## src/rtl/imem_fetch_controller.sv

```systemverilog
// Single-port instruction memory sequencer: program load, then in-order fetch
// into the IF/ID register with stall hold, redirect flush and error halt.
module imem_fetch_controller #(
  parameter int          DEPTH    = 16,
  parameter logic [31:0] RESET_PC = 32'h0
) (
  input  logic        clk,
  input  logic        reset,
  input  logic        load_start,
  input  logic        load_valid,
  output logic        load_ready,
  input  logic [31:0] load_addr,
  input  logic [31:0] load_data,
  input  logic        load_done,
  input  logic        stall,
  input  logic        redirect,
  input  logic [31:0] redirect_pc,
  output logic [31:0] mem_addr,
  output logic        mem_we,
  output logic [31:0] mem_wdata,
  input  logic [31:0] mem_rdata,
  output logic [31:0] pc_out,
  output logic [31:0] instr_out,
  output logic        instr_valid,
  output logic        halted,
  output logic [1:0]  err_code
);

  typedef enum logic [1:0] {S_LOAD, S_RUN, S_HALT} state_t;

  localparam logic [31:0] LIMIT = 32'(DEPTH) << 2;

  state_t      r_state;
  logic [31:0] r_pc;
  logic [31:0] r_pc_out;
  logic [31:0] r_instr;
  logic        r_valid;
  logic [1:0]  r_err;

  logic w_load_ok;
  logic w_in_load;

  assign w_in_load = (r_state == S_LOAD);
  assign w_load_ok = (load_addr[1:0] == 2'b00) && (load_addr < LIMIT);

  // Write enable is also gated by reset so the port is quiet while reset is held.
  assign load_ready  = w_in_load;
  assign halted      = (r_state == S_HALT);
  assign mem_we      = w_in_load && load_valid && w_load_ok && !reset;
  assign mem_addr    = w_in_load ? load_addr : r_pc;
  assign mem_wdata   = load_data;
  assign pc_out      = r_pc_out;
  assign instr_out   = r_instr;
  assign instr_valid = r_valid;
  assign err_code    = r_err;

  always_ff @(posedge clk or posedge reset) begin
    if (reset) begin
      r_state  <= S_LOAD;
      r_pc     <= RESET_PC;
      r_pc_out <= 32'h0;
      r_instr  <= 32'h0;
      r_valid  <= 1'b0;
      r_err    <= 2'd0;
    end else begin
      case (r_state)
        S_LOAD: begin
          r_valid <= 1'b0;
          if (load_valid && !w_load_ok && r_err == 2'd0)
            r_err <= 2'd3;
          if (load_done) begin
            r_state <= S_RUN;
            r_pc    <= RESET_PC;
          end
        end
        S_RUN: begin
          if (load_start) begin
            r_state <= S_LOAD;
            r_valid <= 1'b0;
            r_err   <= 2'd0;
            r_pc    <= RESET_PC;
          end else if (redirect) begin
            r_valid <= 1'b0;
            if (redirect_pc[1:0] != 2'b00) begin
              r_state <= S_HALT;
              if (r_err == 2'd0)
                r_err <= 2'd1;
            end else begin
              r_pc <= redirect_pc;
            end
          end else if (!stall) begin
            if (r_pc >= LIMIT) begin
              r_state <= S_HALT;
              r_valid <= 1'b0;
              if (r_err == 2'd0)
                r_err <= 2'd2;
            end else begin
              r_instr  <= mem_rdata;
              r_pc_out <= r_pc;
              r_valid  <= 1'b1;
              r_pc     <= r_pc + 32'd4;
            end
          end
        end
        S_HALT: begin
          r_valid <= 1'b0;
          if (load_start) begin
            r_state <= S_LOAD;
            r_err   <= 2'd0;
            r_pc    <= RESET_PC;
          end
        end
        default: r_state <= S_LOAD;
      endcase
    end
  end

endmodule
```

## config.mk

```make
export PLATFORM = sky130hd
export DESIGN_NAME = imem_fetch_controller
export DESIGN_NICKNAME = d
export VERILOG_FILES = /design/src/rtl/imem_fetch_controller.sv
export SDC_FILE = /design/constraint.sdc
export NUM_CORES = 1
export LEC_CHECK = 0
export BUFFER_PORTS_ARGS = -buffer_cell sky130_fd_sc_hd__buf_2
export CORE_ASPECT_RATIO = 0.75
export CORE_MARGIN = 5
export CORE_UTILIZATION = 49
export CTS_BUF_LIST = sky130_fd_sc_hd__clkbuf_4 sky130_fd_sc_hd__clkbuf_8 sky130_fd_sc_hd__clkbuf_16
export DETAILED_ROUTE_END_ITERATION = 12
export PLACE_DENSITY = 0.87
export SETUP_SLACK_MARGIN = 0.15
export SLEW_MARGIN = 20
export SYNTH_ARGS = -nofsm -noshare
export SYNTH_HDL_FRONTEND = slang
export SYNTH_SLANG_ARGS = --single-unit
```

## constraint.sdc

```tcl
create_clock -name clk -period 7.6 [get_ports clk]
set_clock_uncertainty 0.05 [all_clocks]
set_input_delay 1.52 -clock clk [delete_from_list [all_inputs] [get_ports clk]]
set_output_delay 1.52 -clock clk [all_outputs]
set_load 0.05 [all_outputs]
```

==> results.py, run 1 <==
metrics = {
    "outcome": {
        "status": "completed",
    },
    "routing": {
        "num_vias": 4221,
        "ant_nets": 0,
        "dr.first_iter.drc_count": 277,
        "drt_first_pass_iters": 4,
        "drc": 0,
        "totalWireLength_um": 14300,
        "via_per_inst": 5.70,
        "routedWlPerCell_um": 19.3,
    },
    "grt": {
        "grt_pass1_wl_um": 22500,
        "grt_max_degree": 65,
        "track_usage": 0.226,
        "grt_overflow_total": 0,
        "antenna_found_initial": 0,
        "grt_pass1_vias": 4172,
    },
    "worst_setup_path": {
        "cp_data_arrival_time_ns": 2.97,
        "path_class": "in -> out",
        "cp-end-kind": "output pin",
        "path_max_fanout": 2,
        "worstPathRequired_ns": 6.03,
        "startpoint_type": "input port",
        "rrSetupSlack_ns": 4.84,
    },
    "sta": {
        "rsz0062_at_grt": "no",
        "slew_violations": 0,
        "finalCritPeriodShare": 0.598,
        "tns_ns": 0,
        "hold_viol": 0,
        "slew_headroom": 0.279,
        "setup_slack_ns": 3.06,
        "period_needed_ns": 4.54,
        "fmaxAchievable_mhz": 220,
        "worstMarginPinSlew_ns": 1.07,
        "setup_viol": 0,
        "whs_ns": 0.433,
    },
    "floorplanning": {
        "start_util": 0.497,
        "dieArea_um2": 12500,
        "io_pins": 269,
        "dieHeight_um": 97.9,
        "fp.dieW_um": 127,
        "rows": 32,
        "core_area_um2": 10200,
    },
    "logic_synthesis": {
        "synth_common_cells": "dfrtp_1 (101), mux2_2 (73), buf_4 (32), nor2b_1 (30), nand2_1 (20)",
        "yosysSeqAreaShare": 0.500,
        "syn_area_per_cell_um2": 11.6,
        "netlist_area_um2": 5050,
        "synth_largest_area_cell": "dfrtp_1",
        "yosys.area.top_type_share": 0.500,
        "synth_cell_types": 53,
        "synth_fp_nets": 573,
        "syn_inst": 436,
        "synth-edff-count": 0,
        "ys_top_cells_by_area": "dfrtp_1 (50%), mux2_2 (16%), buf_4 (4.8%), nor2b_1 (3.7%), o2bb2ai_1 (2.1%)",
        "synthArstFlopShare": 1.00,
        "synth-seq-cells": 101,
        "ys.flop_type": "dfrtp_1",
        "synth_most_common_cell": "dfrtp_1",
        "synth_warnings": 0,
    },
    "layout": {
        "stdcell_count": 741,
        "syn2layout_area_growth_pct": 22.7,
        "design_area_um2": 6200,
        "n_antenna_cell": 0,
        "final_nets": 738,
        "fin_util": 0.609,
        "drive_gt1_frac": 0.499,
        "fill_cells": 849,
    },
    "power": {
        "irDropWorstVdd_mv": 0.260,
        "power.density_nw_per_um2": 387,
        "p_leak_nw": 3.19,
        "power_mw": 2.40,
    },
    "placement": {
        "portBuffers": 204,
        "post-place-ws_ns": 3.02,
        "post-place-cells": 726,
        "globalplace.congestion": 0.930,
        "placed_cell_area_um2": 5920,
        "place_hpwl_um": 10700,
    },
    "clock_network": {
        "cts_resized": 0,
        "cts_buffers": 9,
        "cts_num_sinks": 101,
        "clock-root-buffer": "clkbuf_16",
        "clk_pin_slew_worst_paths_ns": 0.07,
        "h-tree-depth": 3,
        "cts_tree": "built",
        "cts_setup_buffers": 0,
        "insertion_delay_ns": 0.34,
        "ctsLongestPathBuffers": 2,
        "ctsHoldBuffers": 0,
    },
    "worst_hold_path": {
        "hold_class": "reg -> reg",
    },
    "flow_run": {
        "maxCapViolations": 0,
    },
}
## report_power, final
part | internal, mW | switching [mW] | leakage [nW] | total, mW
sequential | 0.653 | 0.0899 | 1.36 | 0.743
clock | 0.227 | 0.210 | 0.138 | 0.436
combinational | 0.340 | 0.880 | 1.69 | 1.22
total | 1.22 | 1.18 | 3.19 | 2.40
## layer usage
metal | up-vias | track usage | wire length, um
li1 | 1904 | - | -
met1 | 2077 | 0.319 | 6020
met2 | 215 | 0.352 | 6740
met3 | 25 | 0.0607 | 1300
met4 | 0 | 0.0536 | 212
met5 | - | 0 | 0
## cell usage in the layout (no fill, tap or decap), types with 3 or more instances in the layout
master and count:
a21oi_1 12, a22o_1 9, a22oi_1 4, a32o_1 3, and2_1 3, and3_1 3, buf_2 204, buf_4 3
clkbuf_16 9, clkinv_4 3, dfrtp_1 101, inv_1 5, mux2_2 73, mux2i_1 3, nand2_1 20, nand2b_1 3
nand3_1 8, nand4_1 5, nor2_1 12, nor2b_1 30, nor3_1 7, nor4_1 16, o211ai_1 3, o21ai_0 9
o2bb2ai_1 12, o31ai_1 3
## cells by family (layout without fill, tap and decap cells)
group           Yosys count  count (layout)  synth area share
flops                   101             101             0.500
mux                      78              78             0.173
simple gates            125             125             0.142
fa+ha+maj                 2               2           0.00495
compound gates           70              70             0.102
xor+xnor                  1               1           0.00173
buf+inv                  59             228            0.0753
## sequential cells by signal, summed over array words and instances (netlist names)
name and count:
instr_out 32, pc_out 32, r_pc 32, err_code 2, r_state 2, instr_valid 1
## worst max-delay path, stage by stage
cell and delay (ns):
buf_2 0.10, nor4_1 0.53, nand4_1 0.15, nor2_1 0.23
and3_1 0.18, buf_2 0.26
## area by class of cell
| class | count | area, um2 | area share |
|---|---|---|---|
| clock buffer | 9 | 225 | 0.0363 |
| clock inverter | 6 | 55.1 | 0.00888 |
| inverter | 6 | 25.0 | 0.00404 |
| multi-input combinational | 276 | 2150 | 0.347 |
| sequential | 101 | 2530 | 0.408 |
| tap | 136 | 170 | 0.0275 |
| timing repair buffer | 207 | 1040 | 0.168 |
## final timing paths
kind,startpoint,to,cells after the start
worst max-delay path,load_addr[7],mem_we,6
worst min-delay path,instr_out[0],instr_out[0],1
worst max register to register,r_pc[9],instr_out[2],6
worst min register to register,instr_out[0],instr_out[0],1
max in group asynchronous,reset,r_pc[22],3
min in group asynchronous,reset,instr_out[5],2
Power figures use the tool's default switching activity.
==> inputs of run 2 (changes only) <==
--- a/config.mk
+++ b/config.mk
@@ -8,10 +8,10 @@
 export BUFFER_PORTS_ARGS = -buffer_cell sky130_fd_sc_hd__buf_2
 export CORE_ASPECT_RATIO = 0.75
 export CORE_MARGIN = 5
-export CORE_UTILIZATION = 49
+export CORE_UTILIZATION = 41
 export CTS_BUF_LIST = sky130_fd_sc_hd__clkbuf_4 sky130_fd_sc_hd__clkbuf_8 sky130_fd_sc_hd__clkbuf_16
 export DETAILED_ROUTE_END_ITERATION = 12
-export PLACE_DENSITY = 0.87
+export PLACE_DENSITY = 0.78
 export SETUP_SLACK_MARGIN = 0.15
 export SLEW_MARGIN = 20
 export SYNTH_ARGS = -nofsm -noshare
==> constraint.sdc (replaced) <==
create_clock -name clk -period 3.95 [get_ports clk]
set_clock_uncertainty 0.05 [all_clocks]
set_input_delay 0.79 -clock clk [delete_from_list [all_inputs] [get_ports clk]]
set_output_delay 0.79 -clock clk [all_outputs]
set_load 0.05 [all_outputs]
==> run 2 against run 1 <==
Setup slack lost 2.4 ns. Critical path depth unchanged. Cell area is 1.6% higher. Routed wire length is 3.8% higher. Non-clock buffer count grew 5. Total power up 94%. Sequential cell count unchanged. Largest cell class unchanged.
==> results.py, run 2 (same netlist as run 1, synthesis figures left out) <==
metrics = {
    "outcome": {
        "status": "completed",
    },
    "sta": {
        "rsz0062_at_grt": "no",
        "worstMarginPinSlew_ns": 0.812,
        "slew_headroom": 0.455,
        "setup_slack_ns": 0.673,
        "setup_viol": 0,
        "tns_ns": 0,
        "period_needed_ns": 3.28,
        "fmaxAchievable_mhz": 305,
        "slew_violations": 0,
        "whs_ns": 0.439,
        "finalCritPeriodShare": 0.830,
        "hold_viol": 0,
    },
    "power": {
        "power.density_nw_per_um2": 737,
        "power_mw": 4.64,
        "irDropWorstVdd_mv": 0.428,
        "p_leak_nw": 3.22,
    },
    "layout": {
        "design_area_um2": 6300,
        "syn2layout_area_growth_pct": 24.7,
        "fin_util": 0.517,
        "drive_gt1_frac": 0.504,
        "final_common_cell": "buf_2",
        "n_antenna_cell": 0,
        "stdcell_count": 777,
        "final_nets": 743,
        "final_cell_mix": "buf_2 (204), dfrtp_1 (101), mux2_2 (73), nor2b_1 (30), nand2_1 (20)",
    },
    "worst_hold_path": {
        "worst_hold_path.endpoint": "instr_out[0]",
        "hold_class": "reg -> reg",
        "hold-path-cell-count": 1,
        "worstHoldStart": "instr_out[0]",
    },
    "worst_setup_path": {
        "r2r-end": "r_pc[15]",
        "cp_data_arrival_time_ns": 2.44,
        "regToRegStartpoint": "r_pc[11]",
        "worstPathRequired_ns": 3.11,
        "cp-end-kind": "output pin",
        "rrSetupSlack_ns": 1.39,
        "ff2ff_path_depth": 5,
        "path_class": "in -> out",
        "path_max_fanout": 2,
        "startpoint_type": "input port",
    },
    "clock_network": {
        "clk_pin_slew_worst_paths_ns": 0.07,
        "cts_tree": "built",
        "cts_resized": 0,
        "ctsHoldBuffers": 0,
        "insertion_delay_ns": 0.33,
        "h-tree-depth": 3,
        "cts_num_sinks": 101,
        "ctsLongestPathBuffers": 2,
        "clock-root-buffer": "clkbuf_16",
        "cts_buffers": 9,
        "cts_setup_buffers": 0,
    },
    "flow_run": {
        "maxCapViolations": 0,
    },
    "grt": {
        "grt_overflow_total": 0,
        "grt_pass1_wl_um": 23000,
        "antenna_found_initial": 0,
        "grt_max_degree": 65,
        "track_usage": 0.195,
        "grt_pass1_vias": 4238,
    },
    "routing": {
        "dr.first_iter.drc_count": 355,
        "via_per_inst": 5.43,
        "totalWireLength_um": 14800,
        "ant_nets": 0,
        "routedWlPerCell_um": 19.1,
        "drc": 0,
        "drt_first_pass_iters": 4,
        "num_vias": 4220,
    },
    "placement": {
        "post-place-ws_ns": 0.730,
        "placed_cell_area_um2": 6010,
        "portBuffers": 204,
        "globalplace.congestion": 0.922,
        "place_hpwl_um": 11600,
        "post-place-cells": 761,
    },
    "floorplanning": {
        "fp.dieW_um": 138,
        "dieArea_um2": 14700,
        "start_util": 0.415,
        "core_area_um2": 12200,
        "rows": 35,
        "io_pins": 269,
        "dieHeight_um": 106,
    },
}
==> run 2: cell types whose count changed in the layout (fill, tap and decap cells not counted) <==
cell        previous run  this run
clkinvlp_4             0         2
inv_4                  1         0
buf_12                 0         1
buf_4                  3         7
inv_6                  2         1
clkbuf_8               0         1
==> run 2: worst max-delay path by stage <==
stage                 startpoint      to  slack (ns)  cells after the start
floorplan                  reset  mem_we        0.18                      2
global route        load_addr[7]  mem_we        0.62                      6
detailed placement  load_addr[7]  mem_we        0.73                      6
finish              load_addr[7]  mem_we        0.67                      6
CTS                 load_addr[7]  mem_we        0.72                      6
global placement    load_addr[7]  mem_we        0.65                      6
==> run 2: worst max-delay path, stage by stage <==
cell and delay, ns:
buf_2 0.12, nor4_1 0.64, nand4_1 0.16, nor2_1 0.26, and3_1 0.20, buf_2 0.27
==> run 2: area by class of cell <==
class	count	area (um2)
clock buffer	10	239
sequential	101	2530
multi-input combinational	276	2150
fill	1156	5880
inverter	6	26.3
clock inverter	6	53.8
timing repair buffer	212	1090
tap	166	208
==> run 2: report_power, final <==
group | internal (mW) | switching (mW) | total [mW] | leakage, nW
logic | 0.665 | 1.70 | 2.37 | 1.72
registers | 1.26 | 0.172 | 1.43 | 1.36
clock network | 0.455 | 0.395 | 0.849 | 0.141
==> run 2: routing by layer <==
layer  wire [um]  GRT usage
met5           0          0
met4         231     0.0451
met3        1460     0.0661
met2        6750      0.298
met1        6380      0.269
